## src/rtl/hit_report_scheduler.sv

```systemverilog
// hit_report_scheduler: windowed TX/RX hit counter reporting both counts as two alternating-order records.
// Build macro HIT_SAT_EN: live counters saturate instead of wrapping.
module hit_report_scheduler #(
   parameter int unsigned CNT_W       = 16,
   parameter int unsigned WINDOW_SECS = 1
) (
   input  logic             i_clk,
   input  logic             i_rst,
   input  logic             i_en,
   input  logic             i_sec_pulse,
   input  logic             i_tx_hit,
   input  logic             i_rx_hit,
   output logic             o_valid,
   input  logic             i_ready,
   output logic             o_id,
   output logic [CNT_W-1:0] o_data,
   output logic             o_overrun,
   input  logic             i_clr_ovr
);
`ifdef HIT_SAT_EN
   localparam bit SAT = 1'b1;
`else
   localparam bit SAT = 1'b0;
`endif
   localparam logic [7:0] LAST_SEC = 8'(WINDOW_SECS - 1);

   typedef enum logic [1:0] {IDLE, SEND_FIRST, SEND_SECOND} state_t;
   state_t state, state_nx;

   logic [7:0]       sec_cnt, sec_cnt_nx;
   logic [CNT_W-1:0] tx_cnt, rx_cnt, tx_cnt_nx, rx_cnt_nx, tx_sum, rx_sum;
   logic [CNT_W-1:0] snap_tx, snap_rx, snap_tx_nx, snap_rx_nx, data_nx;
   logic             first_ptr, first_ptr_nx, id_nx, valid_nx, ovr_nx;
   logic             tx_inc, rx_inc, pulse, win_close, hs, idle;

   always_comb begin
      tx_inc     = i_en & i_tx_hit;
      rx_inc     = i_en & i_rx_hit;
      pulse      = i_en & i_sec_pulse;
      win_close  = pulse & (sec_cnt == LAST_SEC);
      hs         = o_valid & i_ready;
      idle       = state == IDLE;
      tx_sum     = (tx_inc && !(SAT && (&tx_cnt))) ? tx_cnt + 1'b1 : tx_cnt;
      rx_sum     = (rx_inc && !(SAT && (&rx_cnt))) ? rx_cnt + 1'b1 : rx_cnt;
      sec_cnt_nx = win_close ? 8'd0 : pulse ? sec_cnt + 8'd1 : sec_cnt;
      // a hit in the closing cycle is reported and also seeds the new window
      tx_cnt_nx  = win_close ? CNT_W'(tx_inc) : tx_sum;
      rx_cnt_nx  = win_close ? CNT_W'(rx_inc) : rx_sum;
      snap_tx_nx = (win_close && idle) ? tx_sum : snap_tx;
      snap_rx_nx = (win_close && idle) ? rx_sum : snap_rx;
      state_nx   = state;
      case (state)
         IDLE:        state_nx = win_close ? SEND_FIRST : IDLE;
         SEND_FIRST:  state_nx = hs ? SEND_SECOND : SEND_FIRST;
         SEND_SECOND: state_nx = hs ? IDLE : SEND_SECOND;
         default:     state_nx = IDLE;
      endcase
      first_ptr_nx = (state == SEND_SECOND && hs) ? ~first_ptr : first_ptr;
      valid_nx     = state_nx != IDLE;
      id_nx        = (state_nx == SEND_FIRST) ? first_ptr : (state_nx == SEND_SECOND) ? ~first_ptr : o_id;
      data_nx      = !valid_nx ? o_data : id_nx ? snap_rx_nx : snap_tx_nx;
      ovr_nx       = (win_close & ~idle) | (o_overrun & ~i_clr_ovr);
   end

   always_ff @(posedge i_clk or posedge i_rst) begin
      if (i_rst) begin
         state     <= IDLE;
         sec_cnt   <= '0;
         tx_cnt    <= '0;
         rx_cnt    <= '0;
         snap_tx   <= '0;
         snap_rx   <= '0;
         first_ptr <= 1'b0;
         o_valid   <= 1'b0;
         o_id      <= 1'b0;
         o_data    <= '0;
         o_overrun <= 1'b0;
      end else begin
         state     <= state_nx;
         sec_cnt   <= sec_cnt_nx;
         tx_cnt    <= tx_cnt_nx;
         rx_cnt    <= rx_cnt_nx;
         snap_tx   <= snap_tx_nx;
         snap_rx   <= snap_rx_nx;
         first_ptr <= first_ptr_nx;
         o_valid   <= valid_nx;
         o_id      <= id_nx;
         o_data    <= data_nx;
         o_overrun <= ovr_nx;
      end
   end
endmodule

```

## config.mk

```make
export PLATFORM = sky130hd
export DESIGN_NAME = hit_report_scheduler
export DESIGN_NICKNAME = d
export VERILOG_FILES = /design/src/rtl/hit_report_scheduler.sv
export SDC_FILE = /design/constraint.sdc
export NUM_CORES = 1
export LEC_CHECK = 0
export BUFFER_PORTS_ARGS = -buffer_cell sky130_fd_sc_hd__buf_4
export CORE_ASPECT_RATIO = 0.75
export CORE_MARGIN = 2
export CORE_UTILIZATION = 50
export CTS_CLUSTER_SIZE = 16
export DETAILED_ROUTE_END_ITERATION = 8
export HOLD_SLACK_MARGIN = 0.05
export PLACE_DENSITY = 0.77
export SYNTH_ARGS = -nofsm -noshare
export SYNTH_HDL_FRONTEND = slang
export SYNTH_SLANG_ARGS = --single-unit
```

## constraint.sdc

```tcl
create_clock -name i_clk -period 7.9 [get_ports i_clk]
set_clock_uncertainty 0.05 [all_clocks]
set_input_delay 0.79 -clock i_clk [delete_from_list [all_inputs] [get_ports i_clk]]
set_output_delay 0.79 -clock i_clk [all_outputs]
set_load 0.05 [all_outputs]
```

==> results of run 1 <==
[report_power, final]
group          internal (W)  total (W)  leakage [nW]  switching (W)
combinational      0.000214   0.000619         0.850       0.000406
clock              0.000253   0.000432         0.148       0.000180
sequential         0.000597   0.000672          1.25      0.0000749
[logic make-up after synthesis]
group	synth area share, %
XOR/XNOR	7.85
adder cells (fa/ha/maj)	2.07
flip-flops	55.5
AO/OA/AOI/OAI	9.89
buffers and inverters	3.25
multiplexers	3.89
AND/OR/NAND/NOR	17.6
[layer usage]
metal / vias up / wire length [um]
met5: - / 0
li1: 1437 / -
met1: 1451 / 4000
met2: 47 / 3980
met4: 0 / 147
met3: 11 / 340
[final cells by class]
type                            instances  area, um^2
Fill cell                             706        3530
Clock inverter                          6        61.3
Sequential cell                        94        2350
Timing Repair Buffer                   29         218
Multi-Input combinational cell        280        1770
Clock buffer                           10         239
Tap cell                              108         135
Inverter                               10        38.8
[worst max-delay path: stages, from the launching register on]
cell	delay, ns
dfrtp_1	0.39
inv_1	0.10
ha_1	0.16
or4b_4	0.50
nor4_2	0.22
buf_4	0.27
a21oi_1	0.11
ha_1	0.23
nor2_1	0.14
a221o_1	0.72
nor2_1	0.24
a22o_1	0.24
a31o_2	0.21
[worst paths after layout]
path / to / slack (ns)
max: o_data[14]$_DFFE_PP0P_ / 4.22
min: sec_cnt[1]$_DFFE_PP0P_ / 0.33
max reg2reg: o_data[14]$_DFFE_PP0P_ / 4.22
min reg2reg: snap_rx[2]$_DFF_PP0_ / 0.42
max in group asynchronous: o_data[2]$_DFFE_PP0P_ / 6.23
min in group i_clk: snap_rx[2]$_DFF_PP0_ / 0.42
[per-stage QoR]
stage	std cells	worst slack, ns	instance area, um^2
2_1_floorplan	401	4.50	4240
3_3_place_gp	521	4.18	4510
3_5_place_dp	521	4.01	4510
4_1_cts	537	4.23	4810
5_1_grt	537	4.02	4810
6_report	537	4.22	4810
[state kept, by name, summed over array words and instances (netlist names), named ones only]
register   cells
snap_tx       16
state          2
rx_cnt        16
first_ptr      1
o_overrun      1
o_data        16
sec_cnt        8
tx_cnt        16
snap_rx       16
o_valid        1
[cell usage in the layout, fill, tap and decap left out, drive strengths merged, types with 3 or more instances in the layout]
| cell | instances |
|---|---|
| clkinv | 5 |
| xor2 | 22 |
| nand2 | 44 |
| nor4 | 8 |
| nor2 | 49 |
| dfrtp | 94 |
| nand3 | 14 |
| a221o | 3 |
| nor2b | 6 |
| buf | 29 |
| mux2 | 4 |
| inv | 9 |
| and3 | 4 |
| a22o | 3 |
| ha | 7 |
| xnor2 | 16 |
| nor3 | 8 |
| a21oi | 16 |
| clkbuf | 10 |
| nand4 | 11 |
| a31o | 3 |
| mux2i | 12 |
| o21ai | 29 |
==> metrics.yaml, run 1 <==
worst_setup_path:
  required_ns: 8.08
  critPathLaunchType: "flip-flop"
  crit_start: "sec_cnt[0]$_DFFE_PP0P_"
  crit_type: "reg -> reg"
  r2r-start: "sec_cnt[0]$_DFFE_PP0P_"
  reg2reg_depth: 12
  worst-endpoint-arrival_ns: 3.86
  end_kind: "flip-flop"
  cp_max_fo: 20
sta:
  clock.fmax_mhz: 272
  tns_ns: 0
  holdWs_ns: 0.326
  drv_slew: 0
  slew_headroom_pct: 25.2
  hold_viol_final: 0
  rsz0062_at_grt: "false"
  period_share_pct: 46.5
  setup_viol: 0
  worst_pin_slew_ns: 1.11
  fin_crit_ns: 3.68
grt:
  grt_antenna_before_repair: 0
  busiest_layer: "met1"
  track_usage_pct: 20.2
  met1_usage_pct: 30.4
  grt_pass1_vias: 2887
  grt_max_degree: 80
  grtUsageMet2_pct: 28.7
  grt_pass1_wl_um: 14200
  grt_use_met3_pct: 5.93
  gr-total-overflow: 0
floorplanning:
  initial_core_util_pct: 50.8
  num_rows: 29
  dieArea_mm2: 0.00924
  die_h_um: 83.8
  ios: 27
  die_width_um: 110
  core_mm2: 0.00835
placement:
  io_buffer_count: 26
  gp_congestion: 0.800
  dp_hpwl_um: 5890
detailed_routing:
  totalWireLength_um: 8460
  first_iter_violations: 156
  post_drt_wl_per_cell_um: 15.8
  drc: 0
  vias_per_cell: 5.49
  num_vias: 2946
  dr.pass1.iters: 4
  drtAntennaViolNets: 0
clocking:
  cts_tree: "yes"
  cts_resized: 0
  clockRootBuffer: "clkbuf_16"
  cts_max_path_buffers: 2
  cts_hold_buf: 0
  numCtsBuffers: 9
  clk_pin_slew_ns: 0.06
  postCtsSetupRepairBufs: 0
  clk_latency_ns: 0.34
  clock-sinks: 94
  htreeDepth: 3
finish:
  syn_to_final_growth_pct: 13.5
  n_antenna_cell: 0
  nNetsFinal: 439
  drive_gt1_share_pct: 16.3
  final_util_pct: 57.7
synth:
  async_flop_share_pct: 100
  syn_inst: 401
  yosysTopAreaCellShare_pct: 55.5
  yosysUniqueCellTypes: 42
  ys_seq_area_share_pct: 55.5
  synth-seq-cells: 94
  synth_edf_count: 0
  synth_area_leaders: "dfrtp_1 (55%), xor2_1 (4.5%), nor2_1 (4.3%)"
  yosysTopAreaCell: "dfrtp_1"
  ys.flop_type: "dfrtp_1"
  yosys_warnings: 0
  synth_common_cells: "dfrtp_1 (94), nor2_1 (49), nand2_1 (44), xor2_1 (22)"
  yosysMostFrequentCell: "dfrtp_1"
  avgSynthCellArea_um2: 10.6
  synth.net_count: 416
  netlist_area_mm2: 0.00424
power:
  total_power_w: 0.00172
  cellLeakagePower_nw: 2.25
  cellPowerDensity_mw_per_mm2: 358
  ir_worst_vdd_mv: 0.192
run:
  max_cap_violations: 0
worst_hold_path:
  hp-class: "in -> async"
status:
  status: "finished clean"
(Power assumes the default switching activity.)
==> run 2: changes to the inputs <==
--- a/config.mk
+++ b/config.mk
@@ -5,6 +5,7 @@
 export SDC_FILE = /design/constraint.sdc
 export NUM_CORES = 1
 export LEC_CHECK = 0
+export ABC_AREA = 1
 export BUFFER_PORTS_ARGS = -buffer_cell sky130_fd_sc_hd__buf_4
 export CORE_ASPECT_RATIO = 0.75
 export CORE_MARGIN = 2
==> constraint.sdc (replaced) <==
create_clock -name i_clk -period 3.6 [get_ports i_clk]
set_clock_uncertainty 0.05 [all_clocks]
set_input_delay 0.36 -clock i_clk [delete_from_list [all_inputs] [get_ports i_clk]]
set_output_delay 0.36 -clock i_clk [all_outputs]
set_load 0.05 [all_outputs]
==> metrics.yaml, run 2 <==
sta:
  tns_ns: 0
  setup_viol: 0
  worst_pin_slew_ns: 0.640
  drv_slew: 0
  rsz0062_at_grt: "false"
  slew_headroom_pct: 57.0
  hold_viol_final: 0
  fin_crit_ns: 3.27
  clock.fmax_mhz: 306
  period_share_pct: 90.9
finish:
  final_cell_mix: "nand2_1 (156), dfrtp_1 (94), inv_1 (73), nand3_1 (56), nor2_1 (49)"
  n_antenna_cell: 0
  nNetsFinal: 605
  stdcell_count: 707
  syn_to_final_growth_pct: 13.1
  final_common_cell: "nand2_1"
  drive_gt1_share_pct: 11.1
synth:
  yosysTopAreaCell: "dfrtp_1"
  synth_edf_count: 0
  netlist_area_mm2: 0.00459
  synth-seq-cells: 94
  synth_compound_area_share_pct: 5.84
  synth_top_family_by_area: "simple AND/OR/NAND/NOR gates"
  avgSynthCellArea_um2: 8.17
  synth-simple-area-share_pct: 28.6
  synthAdderAreaFrac_pct: 1.91
  yosysTopAreaCellShare_pct: 51.3
  ys_seq_area_share_pct: 51.3
  syn_inst: 561
  synth_area_leaders: "dfrtp_1 (51%), nand2_1 (13%), nand3_1 (6.1%)"
  synth_xor_xnor_area_share_pct: 4.01
  synth_common_cells: "nand2_1 (156), dfrtp_1 (94), inv_1 (74), nand3_1 (56), nor2_1 (49)"
  yosysUniqueCellTypes: 37
  yosys_warnings: 0
  yosysMostFrequentCell: "nand2_1"
  async_flop_share_pct: 100
  ys.flop_type: "dfrtp_1"
  synth.net_count: 576
  muxShareOfSynthArea_pct: 0.246
placement:
  io_buffer_count: 26
  placedCellCount: 690
  gp_congestion: 0.809
  dp_hpwl_um: 7290
grt:
  grt_antenna_before_repair: 0
  track_usage_pct: 22.6
  grt_max_degree: 40
  gr-total-overflow: 0
  grt_pass1_wl_um: 17600
  grt_pass1_vias: 3677
worst_setup_path:
  required_ns: 3.83
  end_kind: "flip-flop"
  rrSetupSlack_ns: 0.33
  r2r-end: "o_data[6]$_DFFE_PP0P_"
  cp_max_fo: 17
  critPathLaunchType: "flip-flop"
  crit_start: "sec_cnt[0]$_DFFE_PP0P_"
  worst-endpoint-arrival_ns: 3.50
  reg2reg_depth: 15
  crit_type: "reg -> reg"
  r2r-start: "sec_cnt[0]$_DFFE_PP0P_"
  crit_end: "o_data[6]$_DFFE_PP0P_"
floorplanning:
  die_h_um: 86.9
  num_rows: 30
  ios: 27
  die_width_um: 115
  dieArea_mm2: 0.00996
  initial_core_util_pct: 51.1
  core_mm2: 0.00897
power:
  ir_worst_vdd_mv: 0.429
  cellLeakagePower_nw: 2.80
  cellPowerDensity_mw_per_mm2: 609
clocking:
  cts_max_path_buffers: 2
  htreeDepth: 3
  numCtsBuffers: 9
  cts_tree: "yes"
  clk_pin_slew_ns: 0.07
  clock-sinks: 94
  clockRootBuffer: "clkbuf_16"
  clk_latency_ns: 0.34
detailed_routing:
  first_iter_violations: 236
  drtAntennaViolNets: 0
  totalWireLength_um: 10400
  num_vias: 3694
  vias_per_cell: 5.22
  dr.pass1.iters: 5
  post_drt_wl_per_cell_um: 14.8
  drc: 0
worst_hold_path:
  hp-class: "in -> reg"
run:
  max_cap_violations: 0
status:
  status: "finished clean"
==> run 2: cell types whose count changed after synthesis, sizes merged, moves of 7 or more <==
cell	change
mux2i	-12
nand3	+43
nor4	-7
a21oi	-10
nand2	+116
xnor2	-13
inv	+65
o211ai	+7
==> run 2: worst min-delay path by stage <==
stage | startpoint | end | slack, ns | cells after the start
after floorplan | snap_rx[11]$_DFF_PP0_ | snap_rx[11]$_DFF_PP0_ | 0.39 | 2
after global placement | i_rst | state[1]$_DFF_PP0_ | 0.35 | 2
after detailed placement | i_rst | o_valid$_DFF_PP0_ | 0.35 | 2
after CTS | i_clr_ovr | o_overrun$_DFF_PP0_ | 0.14 | 2
after global routing | i_clr_ovr | o_overrun$_DFF_PP0_ | 0.15 | 2
final | i_clr_ovr | o_overrun$_DFF_PP0_ | 0.15 | 2
==> run 2: stage by stage <==
stage               utilization (%)  hold slack [ns]  worst slack [ns]  total power [W]  area [um^2]
floorplan                         -            0.394             0.741          0.00198         4590
global placement               54.5            0.346             0.475          0.00221         4890
detailed placement             54.5            0.349             0.304          0.00225         4890
CTS                            57.8            0.141             0.271          0.00316         5180
global route                   57.8            0.145            0.0568          0.00331         5180
finish                         57.8            0.146             0.328          0.00316         5180
==> run 2: area by class of cell <==
class	instances	area, um^2
Clock buffer	9	225
Tap cell	112	140
Inverter	78	299
Multi-Input combinational cell	374	1860
Clock inverter	7	57.6
Timing Repair Buffer	33	250
Sequential cell	94	2350
Fill cell	774	3790
==> run 2: logic make-up (layout without fill, tap and decap cells) <==
family / after synthesis / in the layout
DFF: 94 / 94
muxes: 1 / 1
buffers and inverters: 93 / 127
xor gates and xnor gates: 21 / 21
and+or+nand+nor: 299 / 299
adders and majority gates: 7 / 7
AOI/OAI and AO/OA: 46 / 46
==> run 2: what timing repair did <==
action | 4_1_cts | 5_1_grt
endpoints found under the setup margin | 0 | 7
hold buffers | 1 | 0
endpoints found under the hold margin | 26 | 0
gates resized for setup | 0 | 1
buffers inserted | 0 | 0
==> run 2: power breakdown <==
part           switching, W  internal, W  total (W)
logic              0.000619     0.000270   0.000889
clock network      0.000434     0.000478   0.000912
registers          0.000137      0.00122    0.00136
total               0.00119      0.00197    0.00316
==> run 2: layer usage <==
metal | routed length (um) | GRT usage, % | up-vias | part of all wire (%)
met5 | 0 | 0 | - | 0
met4 | 65 | 5.76 | 0 | 0.62
met3 | 457 | 4.18 | 4 | 4.4
met2 | 4660 | 35.4 | 99 | 45
met1 | 5250 | 32.9 | 1766 | 50
li1 | - | - | 1825 | -
==> run 2: critical path: stages, from the launching register on <==
cell and delay, ns:
dfrtp_1 0.38, inv_1 0.14, ha_1 0.17, nand3b_1 0.13, nor2_4 0.17, nand2_2 0.06
o21ai_0 0.14, inv_1 0.12, ha_1 0.23, nand3_1 0.08, o21ai_1 0.11, a31oi_4 0.50
clkinvlp_4 0.48, o211ai_1 0.20, nand3_1 0.14, nand2_1 0.10
